$ cat src/rtl/counter_seq_ctrl.sv
// Run/hold/idle sequencing counter: counts 0..limit per period, one-shot or auto-reload,
// with pause, abort and a saturating count of completed periods.
module counter_seq_ctrl #(
   parameter int WIDTH = 8,
   parameter int PCW   = 8
) (
   input  logic             clk,
   input  logic             clr,
   input  logic             start,
   input  logic             pause,
   input  logic             abort,
   input  logic             auto_reload,
   input  logic [WIDTH-1:0] limit,
   output logic [WIDTH-1:0] count,
   output logic             busy,
   output logic             paused,
   output logic             done,
   output logic [PCW-1:0]   periods
);

   typedef enum logic [1:0] {
      IDLE = 2'd0,
      RUN  = 2'd1,
      HOLD = 2'd2
   } state_t;

   localparam logic [PCW-1:0] PeriodsMax = '1;

   state_t           state_q, state_d;
   logic [WIDTH-1:0] count_q, count_d;
   logic [WIDTH-1:0] lim_q, lim_d;
   logic             mode_q, mode_d;
   logic             done_q, done_d;
   logic [PCW-1:0]   periods_q, periods_d;

   always_ff @(posedge clk) begin
      if (clr) begin
         state_q   <= IDLE;
         count_q   <= '0;
         lim_q     <= '0;
         mode_q    <= 1'b0;
         done_q    <= 1'b0;
         periods_q <= '0;
      end else begin
         state_q   <= state_d;
         count_q   <= count_d;
         lim_q     <= lim_d;
         mode_q    <= mode_d;
         done_q    <= done_d;
         periods_q <= periods_d;
      end
   end

   // Abort outranks pause, and pause outranks the terminal-count check.
   always_comb begin
      state_d   = state_q;
      count_d   = count_q;
      lim_d     = lim_q;
      mode_d    = mode_q;
      done_d    = 1'b0;
      periods_d = periods_q;
      unique case (state_q)
         IDLE: begin
            count_d = '0;
            if (start && !abort) begin
               state_d   = RUN;
               lim_d     = limit;
               mode_d    = auto_reload;
               periods_d = '0;
            end
         end
         RUN: begin
            if (abort) begin
               state_d = IDLE;
               count_d = '0;
            end else if (pause) begin
               state_d = HOLD;
            end else if (count_q == lim_q) begin
               count_d = '0;
               done_d  = 1'b1;
               if (periods_q != PeriodsMax) begin
                  periods_d = periods_q + 1'b1;
               end
               if (!mode_q) begin
                  state_d = IDLE;
               end
            end else begin
               count_d = count_q + 1'b1;
            end
         end
         HOLD: begin
            if (abort) begin
               state_d = IDLE;
               count_d = '0;
            end else if (!pause) begin
               state_d = RUN;
            end
         end
         default: begin
            state_d = IDLE;
            count_d = '0;
         end
      endcase
   end

   assign count   = count_q;
   assign busy    = (state_q == RUN) || (state_q == HOLD);
   assign paused  = (state_q == HOLD);
   assign done    = done_q;
   assign periods = periods_q;

endmodule

$ cat config.mk
export PLATFORM = sky130hd
export DESIGN_NAME = counter_seq_ctrl
export DESIGN_NICKNAME = d
export VERILOG_FILES = /design/src/rtl/counter_seq_ctrl.sv
export SDC_FILE = /design/constraint.sdc
export NUM_CORES = 1
export LEC_CHECK = 0
export CORE_ASPECT_RATIO = 0.8
export CORE_MARGIN = 8
export CORE_UTILIZATION = 46
export CTS_BUF_LIST = sky130_fd_sc_hd__clkbuf_4
export DETAILED_ROUTE_END_ITERATION = 10
export PLACE_DENSITY_LB_ADDON = 0.08
export SLEW_MARGIN = 20
export SYNTH_ARGS = -nofsm -noshare
export SYNTH_HDL_FRONTEND = slang
export SYNTH_SLANG_ARGS = --single-unit
$ cat constraint.sdc
create_clock -name clk -period 2.13 [get_ports clk]
set_clock_uncertainty 0.15 [all_clocks]
set_input_delay 0.213 -clock clk [delete_from_list [all_inputs] [get_ports clk]]
set_output_delay 0.213 -clock clk [all_outputs]
set_load 0.01 [all_outputs]
==> flow_summary.yaml, run 1 <==
timing:
  maxSlewHeadroom_pct: 71.9
  setup_violations: 0
  worst_pin_slew_ns: 0.418
  timing.fmax_mhz: 485
  period_share_pct: 96.8
  slew_viol_final: 0
  finalHoldViolCount: 0
  rsz0062_at_grt: "true"
  hold-worst-slack_ns: 0.320
  fin_crit_ns: 2.06
floorplanning:
  rows: 18
  core_um2: 3020
  start_util_pct: 47.0
  io_pins: 33
  die_h_um: 65.7
  fp.dieW_um: 78.1
  die_area_um2: 5130
route:
  vias: 1304
  drc_errors: 0
  drtAntennaViolNets: 0
  dr.pass1.iters: 4
  routed_wl_mm: 3.50
  drt_iter0_drc: 55
  viasPerCell: 5.26
  wl_per_cell_um: 14.1
setup_path:
  r2r_setup_slack_ns: 0.07
  cp-start-kind: "flop"
  path_class: "reg -> reg"
  critPathMaxFanout: 5
  end_kind: "flop"
  r2r_cells: 5
  rr_endpoint: "state_q[0]"
  crit_required_ns: 2.25
  worstPathArrival_ns: 2.18
  r2r-start: "count[2]"
finish:
  drive_above_1_share_pct: 16.8
  fillers: 264
  stdcell_area_um2: 2010
  fin_nets: 229
  area_delta_synth_final_pct: 41.8
  n_antenna_cell: 0
placement:
  io_buffers: 32
  dp_hpwl_mm: 2.65
  globalplace.congestion: 0.784
  placed_cell_area_um2: 1890
synth:
  ys_ff_latch: 28
  synth_common_cells: "28 x dfxtp_1, 24 x nor2_1, 14 x xor2_1, 11 x o21ai_0"
  synth_area_per_cell_um2: 8.97
  syn_nets: 178
  synth.area.top_cells: "dfxtp_1 40%, xor2_1 8.6%, mux2i_1 6.4%"
  yosysMostFrequentCell: "dfxtp_1"
  synth_edf_count: 0
  yosysWarnings: 0
  yosysTopAreaCell: "dfxtp_1"
  synth_top_flop_cell: "dfxtp_1"
  synth-seq-area-share_pct: 39.5
  netlist_instances: 158
  syn_area_um2: 1420
  synth_top_area_share_pct: 39.5
  synthArstFlopShare_pct: 0
  ys_types: 34
clock_tree:
  clock-sinks: 28
  cts_root_buf: "clkbuf_4"
  cts_tree: "built"
  clock_path_buffers: 2
  clkLatencyLatePin_ns: 0.33
  holdBufCountCts: 0
  numCtsBuffers: 3
  htreeDepth: 1
  clk_pin_slew_ns: 0.15
pwr:
  finalPower_mw: 1.13
  p_leak_nw: 0.880
  powerDensity_nw_per_um2: 560
  peakVddDrop_v: 0.000474
global_routing:
  grt_use_total_pct: 13.4
  antenna_found_initial: 0
  grt.overflow.total: 0
  grt_max_degree: 17
  grt_pass1_wl_mm: 5.72
  grt_pass1_vias: 1270
run:
  maxCapViolations: 0
min_path:
  min_path_cells: 3
  min-delay-start: "limit[0]"
  hold_end: "lim_q[0]"
  hp-class: "in -> reg"
run_status:
  outcome: "complete, no violations"
## per-layer routing
layer | global-route usage [%] | routed length (um) | vias to the layer above
met5 | 0 | 0 | -
met4 | 2.76 | 26 | 0
met3 | 5.31 | 221 | 4
met2 | 20.5 | 1550 | 32
met1 | 17.4 | 1710 | 616
li1 | - | - | 652
## how the worst max path moves through the flow
| stage | startpoint | end | slack, ns | depth (start not counted) |
|---|---|---|---|---|
| finish | count[2] | state_q[0] | 0.07 | 5 |
| global route | state_q[0] | periods[5] | -0.04 | 9 |
| CTS | state_q[1] | periods[5] | 0.007 | 8 |
| detailed placement | state_q[0] | periods[7] | -0.15 | 8 |
| global placement | abort | periods[7] | -0.10 | 7 |
| floorplan | state_q[1] | periods[6] | 0.11 | 7 |
## power breakdown
| part | switching [mW] | leakage [nW] | total, mW | internal [mW] |
|---|---|---|---|---|
| combinational | 0.111 | 0.625 | 0.223 | 0.113 |
| sequential | 0.0117 | 0.228 | 0.552 | 0.541 |
| clock | 0.159 | 0.0279 | 0.350 | 0.190 |
| total | 0.282 | 0.880 | 1.13 | 0.844 |
## through the flow
| stage | util (%) | setup WS [ns] | std cells | TNS [ns] |
|---|---|---|---|---|
| 2_1_floorplan | - | 0.113 | 158 | 0 |
| 3_3_place_gp | 62.7 | -0.104 | 243 | -0.575 |
| 3_5_place_dp | 62.7 | -0.154 | 243 | -0.765 |
| 4_1_cts | 64.7 | 0.00734 | 247 | 0 |
| 5_1_grt | 66.6 | -0.0374 | 248 | -0.0865 |
| 6_report | 66.6 | 0.0677 | 248 | 0 |
## placed cells by master (no fill, tap or decap), drive strengths merged, types with 3 or more instances in the layout
master         Yosys  final
clkbuf             2      3
dfxtp             28     28
a21oi              6      6
ha                 6      6
nor2              24     24
nand2b             5      5
clkdlybuf4s50      0     31
nand4              5      5
mux2i              9      9
xor2              14     14
inv                4      4
buf                2     18
o21ai             13     13
nand3              3      3
and3               5      5
o31ai              3      3
nand2              9      9
## cell families after synthesis
kind of cell / synth area share (%)
DFF: 39.5
and+or+nand+nor: 24.9
adders and majority gates: 5.30
muxes: 6.36
buffers and inverters: 2.65
AOI/OAI and AO/OA: 12.6
xor gates and xnor gates: 8.65
## critical path, cell delays in order (launching register included)
cell and delay [ns]:
dfxtp_1 0.38, xor2_1 0.18, nor4_4 0.44, a31oi_1 0.22
or4_1 0.50, a21oi_1 0.14
## registers in the layout (all words and copies together) (netlist names)
| name | flops |
|---|---|
| periods | 8 |
| state_q | 2 |
| mode_q | 1 |
| lim_q | 8 |
| count | 8 |
| done | 1 |
## cell type report
type	instances	area [um^2]	share of cell area (%)
flip-flops and latches	28	563	28.0
clock inverters	1	30.0	1.49
clock buffers	3	22.5	1.12
repair buffers	50	462	23.0
multi-input cells	122	868	43.2
well taps	40	50.0	2.49
inverters	4	15.0	0.747
## what timing repair did
action | CTS | global route
setup buffers | 0 | 1
endpoints found under the setup margin | 8 | 9
resized for setup | 1 | 12
pin swaps | 0 | 5
endpoints found under the hold margin | 0 | 0
Power figures use the tool's default switching activity.
==> run 2, diff against run 1 <==
--- a/config.mk
+++ b/config.mk
@@ -5,6 +5,7 @@
 export SDC_FILE = /design/constraint.sdc
 export NUM_CORES = 1
 export LEC_CHECK = 0
+export ABC_CLOCK_PERIOD_IN_PS = 2130
 export CORE_ASPECT_RATIO = 0.8
 export CORE_MARGIN = 8
 export CORE_UTILIZATION = 46
==> results of run 2 <==
Final layout, timing and power as in run 1 (identical DEF).
==> patch, RTL diff (flow settings as in run 1) <==
The parameter `WIDTH` goes from 8 to 6.
--- a/src/rtl/counter_seq_ctrl.sv
+++ b/src/rtl/counter_seq_ctrl.sv
@@ -1,7 +1,7 @@
 // Run/hold/idle sequencing counter: counts 0..limit per period, one-shot or auto-reload,
 // with pause, abort and a saturating count of completed periods.
 module counter_seq_ctrl #(
-   parameter int WIDTH = 8,
+   parameter int WIDTH = 6,
    parameter int PCW   = 8
 ) (
    input  logic             clk,
Ports: changed (resized count and limit); port bits go from 33 to 29. The function was not compared with the original's and may differ.
==> patch against run 1 <==
- sequential cell count decreased by 4
- clock power fell by 4%
- first-iteration DRC count grew 91%
- setup slack gained 0.011 ns
- synthesized area down 7.7%
- largest cell class unchanged
- power fell by 7.7%
- routed wire length down 4.3%
- cell area is 11% lower
- sequential share of layout area is 1.2 points lower
- synthesized cell count is 7.0% lower
==> patch: results (changes against run 1) <==
stage,metric,value,unit,change
status,status,completed,,
global_routing,grt_pass1_wl,5130,um,-10%
critical_path,r2r_end,periods[3],,
power,powerClk,0.337,mW,-4%
critical_path,startpoint,periods[0],,
critical_path,timing.rr.start,periods[0],,
clock_network,post-cts-setup-buffers,1,,+1
critical_path,reg2reg_depth,6,,+1
placement,gp_congestion,0.849,,+8.2%
layout,layout-drive-gt1-share,18.2,%,+1.4 points
synthesis,syn-num-nets,165,,-7.3%
synthesis,seq_area_frac_synth,36.7,%,-2.8 points
synthesis,synthFlopType,dfxtp_1,,
clock_network,cts_made_buffers,3,,unchanged
detailed_routing,drt-wirelength-per-cell,14.9,um,+5.4%
placement,place_inst,217,,-11%
placement,dp_hpwl,2520,um,-4.8%
layout,layoutNonFillerInstCount,225,,-9.3%
synthesis,synthTopCellsByCount,"dfxtp_1 (24), nor2_1 (18), nand2_1 (14), a21oi_1 (10), xor2_1 (10)",,
sta,tightest_slew,0.452,ns,+0.0331 ns
sta,holdWs,0.325,ns,+0.00445 ns
layout,fillCellCount,229,,-13%
synthesis,async_flop_share,0,%,unchanged
detailed_routing,vias,1214,,-6.9%
hold_path,hold_start,limit[4],,
layout,nNetsFinal,206,,-10%
critical_path,worst_ep_arrival_time,2.14,ns,-0.04 ns
clock_network,ctsResizeCount,0,,-1
global_routing,grtUsageTotal,13.5,%,+0.13 points
global_routing,grt_max_degree,15,,-2
placement,place.port_buffers,28,,-13%
synthesis,syn-mean-instance-area,8.90,um^2,-0.77%
power,power.switching,0.271,mW,-3.7%
synthesis,synth_top_cells_by_area,"dfxtp_1 (37%), xor2_1 (6.7%), mux2i_1 (6.1%)",,
detailed_routing,drt_iter0_drc,105,,+91%
power,power_leakage,0.740,nW,-16%
power,combPwrFrac,21.9,%,+2.1 points
power,irDropWorstVdd,451,uV,-4.7%
critical_path,max_stage_delay,0.37,ns,-0.13 ns
critical_path,cp_slowest_cell,dfxtp_2,,
synthesis,synth_cell_types,41,,+21%
hold_path,holdPathEnd,lim_q[4],,
[patch: changes by cell type after synthesis, moves of 3 or more]
cell	change
a21oi_1	+4
and3_1	-3
dfxtp_1	-4
nand2_1	+5
nand2b_1	-4
nor2_1	-6
nor3_1	+5
o21ai_0	-9
xor2_1	-4
[patch: cell families (layout without fill, tap and decap cells)]
group                      after synthesis  in the layout  synth area share [%]
DFF                                     24             24                  36.7
muxes                                   10             10                  7.84
and+or+nand+nor                         59             59                  23.9
xor gates and xnor gates                10             10                  6.69
AOI/OAI and AO/OA                       28             28                  15.9
buffers and inverters                   10             50                  3.25
adders and majority gates                6              6                  5.74
[patch: worst register-to-register path: stages (launching register included)]
cell,delay (ns)
dfxtp_2,0.37
ha_1,0.21
and4_2,0.26
nand4_1,0.19
nand4_1,0.27
o211a_1,0.31
o21ba_2,0.21
[patch: per-layer routing]
layer	wire [um]	global-route usage [%]	vias to the layer above
li1	-	-	607
met1	1590	16.4	577
met2	1560	22.2	26
met3	163	4.74	4
met4	35	2.87	0
met5	0	0	-
[patch: layout make-up]
| cell class | count | share of cell area, % |
|---|---|---|
| timing repair buffer | 40 | 20.8 |
| multi-input combinational | 113 | 45.5 |
| clock buffer | 3 | 1.25 |
| sequential | 24 | 26.8 |
| tap | 38 | 2.64 |
| inverter | 6 | 1.25 |
| clock inverter | 1 | 1.67 |
[patch: stage by stage]
| stage | cell area, um^2 | power, mW | worst slack (ns) | utilization, % |
|---|---|---|---|---|
| CTS | 1740 | 1.01 | 0.00331 | 63.3 |
| floorplan | 1310 | 0.606 | 0.0192 | - |
| detailed placement | 1680 | 0.678 | -0.0707 | 61.1 |
| finish | 1800 | 1.04 | 0.0786 | 65.6 |
| global route | 1800 | 1.09 | -0.0374 | 65.6 |
| global placement | 1680 | 0.671 | 0.00745 | 61.1 |
